File: src/rtl/proc_pkg.sv
// Shared definitions for the processor sequencing controller: opcodes, FSM
// states, ALU / write-back select encodings and the control bundle.
package proc_pkg;

    localparam int IR_W         = 16;
    localparam int IR_D_ADDR_W  = 8;
    localparam int IR_RF_ADDR_W = 4;

    typedef logic [3:0] opcode_t;

    localparam opcode_t OP_NOOP  = 4'h0;
    localparam opcode_t OP_STORE = 4'h1;
    localparam opcode_t OP_LOAD  = 4'h2;
    localparam opcode_t OP_ADD   = 4'h3;
    localparam opcode_t OP_SUB   = 4'h4;
    localparam opcode_t OP_HALT  = 4'h5;

    localparam logic [2:0] ALU_PASS_A = 3'd0;
    localparam logic [2:0] ALU_ADD    = 3'd1;
    localparam logic [2:0] ALU_SUB    = 3'd2;

    localparam logic RF_S_ALU = 1'b0;
    localparam logic RF_S_MEM = 1'b1;

    typedef enum logic [3:0] {
        ST_INIT   = 4'd0,
        ST_FETCH  = 4'd1,
        ST_DECODE = 4'd2,
        ST_NOOP   = 4'd3,
        ST_STORE  = 4'd4,
        ST_LOAD_A = 4'd5,
        ST_LOAD_B = 4'd6,
        ST_ADD    = 4'd7,
        ST_SUB    = 4'd8,
        ST_HALT   = 4'd9
    } state_t;

    typedef struct packed {
        logic [IR_D_ADDR_W-1:0]  d_addr;
        logic                    d_wr;
        logic                    rf_s;
        logic [IR_RF_ADDR_W-1:0] rf_w_addr;
        logic                    rf_w_en;
        logic [IR_RF_ADDR_W-1:0] rf_ra_addr;
        logic [IR_RF_ADDR_W-1:0] rf_rb_addr;
        logic [2:0]              alu_s;
        logic                    halted;
    } ctrl_t;

    // Opcodes 0110-1111 are not errors; they simply execute as NOOP.
    function automatic state_t op_to_state(input opcode_t op);
        case (op)
            OP_STORE: return ST_STORE;
            OP_LOAD:  return ST_LOAD_A;
            OP_ADD:   return ST_ADD;
            OP_SUB:   return ST_SUB;
            OP_HALT:  return ST_HALT;
            default:  return ST_NOOP;
        endcase
    endfunction

endpackage

File: src/rtl/proc_if.sv
// Controller <-> datapath/ROM bundle. No handshake: instr_in is valid the cycle
// after pc_addr is presented, and every control output is a registered Moore value.
interface proc_if #(
    parameter int PC_W      = 7,
    parameter int D_ADDR_W  = 8,
    parameter int RF_ADDR_W = 4
);
    logic [15:0]          instr_in;
    logic [PC_W-1:0]      pc_addr;
    logic [D_ADDR_W-1:0]  d_addr;
    logic                 d_wr;
    logic                 rf_s;
    logic [RF_ADDR_W-1:0] rf_w_addr;
    logic                 rf_w_en;
    logic [RF_ADDR_W-1:0] rf_ra_addr;
    logic [RF_ADDR_W-1:0] rf_rb_addr;
    logic [2:0]           alu_s;
    logic                 halted;
    logic [3:0]           state_o;

    modport master (
        input  instr_in,
        output pc_addr, d_addr, d_wr, rf_s, rf_w_addr, rf_w_en,
               rf_ra_addr, rf_rb_addr, alu_s, halted, state_o
    );

    modport slave (
        output instr_in,
        input  pc_addr, d_addr, d_wr, rf_s, rf_w_addr, rf_w_en,
               rf_ra_addr, rf_rb_addr, alu_s, halted, state_o
    );
endinterface

File: src/rtl/proc_decoder.sv
// Combinational state + IR -> datapath control bundle. States without a listed
// action drive every enable and address low.
module proc_decoder
    import proc_pkg::*;
(
    input  state_t          state,
    input  logic [IR_W-1:0] ir,
    output ctrl_t           ctrl
);

    always_comb begin
        ctrl = '0;
        case (state)
            ST_STORE: begin
                ctrl.d_addr     = ir[11:4];
                ctrl.rf_ra_addr = ir[3:0];
                ctrl.alu_s      = ALU_PASS_A;
                ctrl.d_wr       = 1'b1;
            end
            ST_LOAD_A: begin
                ctrl.d_addr = ir[11:4];
                ctrl.rf_s   = RF_S_MEM;
            end
            // Memory read data arrives one cycle after LOAD_A presented d_addr.
            ST_LOAD_B: begin
                ctrl.d_addr    = ir[11:4];
                ctrl.rf_s      = RF_S_MEM;
                ctrl.rf_w_addr = ir[3:0];
                ctrl.rf_w_en   = 1'b1;
            end
            ST_ADD, ST_SUB: begin
                ctrl.rf_ra_addr = ir[11:8];
                ctrl.rf_rb_addr = ir[7:4];
                ctrl.rf_w_addr  = ir[3:0];
                ctrl.rf_s       = RF_S_ALU;
                ctrl.rf_w_en    = 1'b1;
                ctrl.alu_s      = (ir[15:12] == OP_SUB) ? ALU_SUB : ALU_ADD;
            end
            ST_HALT: begin
                ctrl.halted = 1'b1;
            end
            default: begin
                ctrl = '0;
            end
        endcase
    end

endmodule

File: src/rtl/proc_controller.sv
// Processor sequencing FSM: holds PC and IR, walks FETCH/DECODE/execute and
// drives the data memory, register file, ALU and write-back mux select.
module proc_controller
    import proc_pkg::*;
#(
    parameter int PC_W      = 7,
    parameter int D_ADDR_W  = 8,
    parameter int RF_ADDR_W = 4
) (
    input  logic     clk,
    input  logic     reset_n,
    proc_if.master   bus
);

    state_t          state, state_nx;
    logic [PC_W-1:0] pc, pc_nx;
    logic [IR_W-1:0] ir, ir_nx;
    ctrl_t           ctrl_nx, ctrl_q;

    always_comb begin
        state_nx = state;
        pc_nx    = pc;
        ir_nx    = ir;
        case (state)
            ST_INIT:   state_nx = ST_FETCH;
            ST_FETCH: begin
                pc_nx    = pc + 1'b1;
                state_nx = ST_DECODE;
            end
            ST_DECODE: begin
                ir_nx    = bus.instr_in;
                state_nx = op_to_state(bus.instr_in[15:12]);
            end
            ST_LOAD_A: state_nx = ST_LOAD_B;
            ST_NOOP, ST_STORE, ST_LOAD_B, ST_ADD, ST_SUB: state_nx = ST_FETCH;
            ST_HALT:   state_nx = ST_HALT;
            default:   state_nx = ST_INIT;
        endcase
    end

    // Decoding the next state/IR lets the controls come straight from flops
    // while still equalling decode(state, ir) in every cycle.
    proc_decoder u_decoder (
        .state (state_nx),
        .ir    (ir_nx),
        .ctrl  (ctrl_nx)
    );

    always_ff @(posedge clk or negedge reset_n) begin
        if (!reset_n) begin
            state  <= ST_INIT;
            pc     <= '0;
            ir     <= '0;
            ctrl_q <= '0;
        end else begin
            state  <= state_nx;
            pc     <= pc_nx;
            ir     <= ir_nx;
            ctrl_q <= ctrl_nx;
        end
    end

    assign bus.pc_addr    = pc;
    assign bus.d_addr     = D_ADDR_W'(ctrl_q.d_addr);
    assign bus.d_wr       = ctrl_q.d_wr;
    assign bus.rf_s       = ctrl_q.rf_s;
    assign bus.rf_w_addr  = RF_ADDR_W'(ctrl_q.rf_w_addr);
    assign bus.rf_w_en    = ctrl_q.rf_w_en;
    assign bus.rf_ra_addr = RF_ADDR_W'(ctrl_q.rf_ra_addr);
    assign bus.rf_rb_addr = RF_ADDR_W'(ctrl_q.rf_rb_addr);
    assign bus.alu_s      = ctrl_q.alu_s;
    assign bus.halted     = ctrl_q.halted;
    assign bus.state_o    = state;

endmodule

File: src/flat_wrapper.sv
// flat-port wrapper written by rule: the top's interface ports become plain ports
module proc_controller_flat import proc_pkg::*;
#(
    parameter int PC_W      = 7,
    parameter int D_ADDR_W  = 8,
    parameter int RF_ADDR_W = 4
)
  (clk, reset_n, bus_instr_in, bus_pc_addr, bus_d_addr, bus_d_wr, bus_rf_s, bus_rf_w_addr, bus_rf_w_en, bus_rf_ra_addr, bus_rf_rb_addr, bus_alu_s, bus_halted, bus_state_o);
  proc_if #(.PC_W(PC_W), .D_ADDR_W(D_ADDR_W), .RF_ADDR_W(RF_ADDR_W)) bus_i ();
  input  logic clk;
  input  logic reset_n;
  input wire logic [$bits(bus_i.instr_in)-1:0] bus_instr_in;
  output wire logic [$bits(bus_i.pc_addr)-1:0] bus_pc_addr;
  output wire logic [$bits(bus_i.d_addr)-1:0] bus_d_addr;
  output wire logic [$bits(bus_i.d_wr)-1:0] bus_d_wr;
  output wire logic [$bits(bus_i.rf_s)-1:0] bus_rf_s;
  output wire logic [$bits(bus_i.rf_w_addr)-1:0] bus_rf_w_addr;
  output wire logic [$bits(bus_i.rf_w_en)-1:0] bus_rf_w_en;
  output wire logic [$bits(bus_i.rf_ra_addr)-1:0] bus_rf_ra_addr;
  output wire logic [$bits(bus_i.rf_rb_addr)-1:0] bus_rf_rb_addr;
  output wire logic [$bits(bus_i.alu_s)-1:0] bus_alu_s;
  output wire logic [$bits(bus_i.halted)-1:0] bus_halted;
  output wire logic [$bits(bus_i.state_o)-1:0] bus_state_o;
  assign bus_i.instr_in = bus_instr_in;
  assign bus_pc_addr = bus_i.pc_addr;
  assign bus_d_addr = bus_i.d_addr;
  assign bus_d_wr = bus_i.d_wr;
  assign bus_rf_s = bus_i.rf_s;
  assign bus_rf_w_addr = bus_i.rf_w_addr;
  assign bus_rf_w_en = bus_i.rf_w_en;
  assign bus_rf_ra_addr = bus_i.rf_ra_addr;
  assign bus_rf_rb_addr = bus_i.rf_rb_addr;
  assign bus_alu_s = bus_i.alu_s;
  assign bus_halted = bus_i.halted;
  assign bus_state_o = bus_i.state_o;
  proc_controller #(.PC_W(PC_W), .D_ADDR_W(D_ADDR_W), .RF_ADDR_W(RF_ADDR_W)) u_core (.clk(clk), .reset_n(reset_n), .bus(bus_i));
endmodule
File: config.mk
export PLATFORM = sky130hd
export DESIGN_NAME = proc_controller_flat
export DESIGN_NICKNAME = d
export VERILOG_FILES = /design/src/rtl/proc_pkg.sv /design/src/rtl/proc_if.sv /design/src/rtl/proc_decoder.sv /design/src/rtl/proc_controller.sv /design/src/flat_wrapper.sv
export SDC_FILE = /design/constraint.sdc
export NUM_CORES = 1
export LEC_CHECK = 0
export BUFFER_PORTS_ARGS = -buffer_cell sky130_fd_sc_hd__buf_4
export CORE_ASPECT_RATIO = 0.8
export CORE_MARGIN = 3
export CORE_UTILIZATION = 40
export DETAILED_ROUTE_END_ITERATION = 12
export PLACE_DENSITY = 0.68
export SETUP_SLACK_MARGIN = 0.5
export SYNTH_ARGS = -nofsm -noshare
export SYNTH_HDL_FRONTEND = slang
export SYNTH_SLANG_ARGS = --single-unit
File: constraint.sdc
create_clock -name clk -period 2.05 [get_ports clk]
set_input_delay 0.1025 -clock clk [delete_from_list [all_inputs] [get_ports clk]]
set_output_delay 0.1025 -clock clk [all_outputs]
set_load 0.1 [all_outputs]
==> out/qor.txt <==
Syn Nets - 171
DP Wirelength - 3150 microns
Critical Path AT - 2080 ps
Final TNS setup - 0 ps
post-route ant nets - 0
Final period util - 92.7%
die area - 5730 sq um
leakage power - 1.46 nW
GRT Residual Overflow - 0
first-pass GRT wire length - 7850 microns
Max H-tree Level - 2
I/O pin cnt - 56
post-route cell area - 3100 sq um
Slew Limit Fails - 0
Top FF cell, synth - dfrtp_1
setup slack after layout - 151 ps
Mean Syn Cell Area - 12.8 sq um
WS Path Type - flop to flop
vias per inst - 5.06
Max VDD drop - 1.13 mV
clock root buffer - clkbuf_8
GP Congestion - 0.873
RSZ-0062 raised after global routing - yes
Slew headroom - 59.9%
Post-synth EDFFs - 0
# clock sinks - 49
yosys warns - 0
clk_lat worst skew - 300 ps
DRT iter0 DRCs - 34
fin nets - 261
Yosys top cell by area - dfrtp_1
Max Fclk - 526 MHz
largest net degree at the start of global routing - 50
DRC - 0
Yosys reg bits - 49
chip height - 68.3 microns
final setup fails - 0
WL/cell - 16.2 microns
slowest stage cell on the critical path - dfrtp_4
CTS Buffer Depth - 2
CP Cell Sequence - nor4b_4, buf_4, buf_12, mux2i_4, o22ai_2, o2bb2ai_1
Mapped Area - 1940 sq um
post-synthesis instance total - 152
status - completed
pre-CTS setup slack - -50.4 ps
max_cap viols - 0
die width - 83.9 microns
Seq/Total Area, Yosys - 63.2%
TritonCTS clock tree - yes
hold_ws - 40.7 ps
Hold Fails Final Rpt - 0
antenna violations before repair - 0
# diodes - 0
clock transition at the registers of the reported paths - 90 ps
CP Launch Type - flop
gr usage total - 18.0%
wirelength, routed - 4890 microns
Final Power - 5.11 mW
Initial Utilization - 41.9%
HP Class - input pin to flop
vias in the first global route - 1567
share of cells above drive strength 1 - 63.4%
CTS buffer count - 5
Layout fillers - 374
minimum clock period - 1900 ps
Async S/R FF share, synth - 100%
required time of the critical path - 2230 ps
worst-path fanout max - 6
placed cell areas - 2550 sq um
CP peak stage delay - 520 ps
area grow syn2layout - 59.8%
DRT Pass-1 Iters - 4
skew final - 6.45 ps
synth unique cells - 37
Core Area - 4620 sq um
CP endpoint kind - flop
Power Density - 1650 nW/um^2
via count - 1533
main area contributors after synthesis - dfrtp_1 63%, mux2i_1 6.2%, inv_1 3.1%
area share of the largest cell type after synthesis - 63.2%
Row Count - 22
Worst Max-Slew Pin Slew - 597 ps
PortBufs - 54
## logic make-up after synthesis
family,count (synthesis),share of synthesized area (%)
fa+ha+maj,1,0.645
simple gates,32,9.81
xor+xnor,8,3.61
other cells,1,0.193
buf+inv,21,4.90
compound gates,27,10.8
mux,13,6.77
flops,49,63.2
## placed cells by master, fill, tap and decap left out, types with 2 or more instances in the layout
master,count
buf_4,71
dfrtp_1,43
mux2i_4,12
inv_2,11
buf_6,11
nor2_1,8
a21oi_2,8
xor2_1,5
inv_1,5
clkbuf_8,5
o2bb2ai_1,4
nor2_2,4
dfrtp_4,4
o22ai_2,3
xnor2_1,3
nor3_1,2
o21a_1,2
or2_2,2
a32oi_2,2
nor2b_1,2
nor3b_2,2
o211ai_4,2
or4_4,2
nand2_1,2
clkinv_2,2
buf_12,2
dfrtp_2,2
## path summary, 6_finish.rpt
| check | from | end | slack (ps) | cells after the start |
|---|---|---|---|---|
| min in group asynchronous | reset_n | u_core.bus.pc_addr[4] | 350 | 2 |
| hold / removal | bus_instr_in[5] | u_core.ir[5] | 40 | 3 |
| max in group asynchronous | reset_n | u_core.bus.state_o[2] | 1250 | 2 |
| hold reg to reg | u_core.bus.pc_addr[6] | u_core.bus.pc_addr[6] | 470 | 1 |
| setup reg to reg | u_core.bus.state_o[0] | u_core.bus.rf_ra_addr[3] | 150 | 6 |
| setup / recovery | u_core.bus.state_o[0] | u_core.bus.rf_ra_addr[3] | 150 | 6 |
## flip-flops by register name, summed over array words and instances, names as in the netlist
register               count
u_core.bus.alu_s           2
u_core.bus.d_addr          8
u_core.bus.d_wr            1
u_core.bus.halted          1
u_core.bus.pc_addr         7
u_core.bus.rf_ra_addr      4
u_core.bus.rf_rb_addr      4
u_core.bus.rf_s            1
u_core.bus.rf_w_addr       4
u_core.bus.rf_w_en         1
u_core.bus.state_o         4
u_core.ir                 12
## cell type report
type                       instances  area [sq um]  area share [%]
timing repair buffer              86           722            23.3
tap                               60          75.1            2.42
clock inverter                     2          10.0           0.323
clock buffer                       6          72.6            2.34
sequential                        49          1240            40.1
inverter                          16          60.1            1.94
multi-input combinational         84           916            29.6
## per-stage QoR
step | util, % | std cells
after floorplan | - | 152
after global placement | 55.2 | 276
after detailed placement | 55.2 | 276
after CTS | 64.8 | 300
after global routing | 67.0 | 303
final | 67.0 | 303
## synth_stat cells (2+ instances only)
| library cell | n |
|---|---|
| a21oi_1 | 5 |
| a21oi_2 | 4 |
| a32oi_1 | 3 |
| buf_4 | 2 |
| dfrtp_1 | 49 |
| inv_1 | 16 |
| mux2i_1 | 12 |
| nand2_1 | 3 |
| nor2_1 | 12 |
| nor2b_1 | 2 |
| nor3_1 | 3 |
| nor3b_1 | 2 |
| o21a_1 | 2 |
| o22ai_1 | 4 |
| o2bb2ai_1 | 4 |
| or2_2 | 2 |
| xnor2_1 | 3 |
| xor2_1 | 5 |
## routing by layer
layer	vias to the layer above	share of wire [%]	global-route usage (%)
met4	0	2.1	6.83
met2	62	48	29.2
met5	-	0	0
li1	710	-	-
met3	12	6.9	4.93
met1	749	43	23.4
## where the power goes
part	internal, mW	switching, mW
Combinational	1.21	1.88
Clock	0.237	0.306
Sequential	1.25	0.229
Total	2.69	2.42
## critical path, delay by kind of cell (launching register included)
kind | cells | cell delay [ps]
compound gates | 2 | 240
buf+inv | 2 | 350
flops | 1 | 520
mux | 1 | 280
simple gates | 1 | 380
## what timing repair did
action                                  in CTS  in global routing
resized for setup                           53                 16
cloned                                       2                  0
pin swaps                                   22                 12
endpoints found under the setup margin      40                 45
endpoints found under the hold margin       49                  0
hold buffers                                 1                  0
buffers inserted                            13                  3
(Power assumes the default switching activity.)
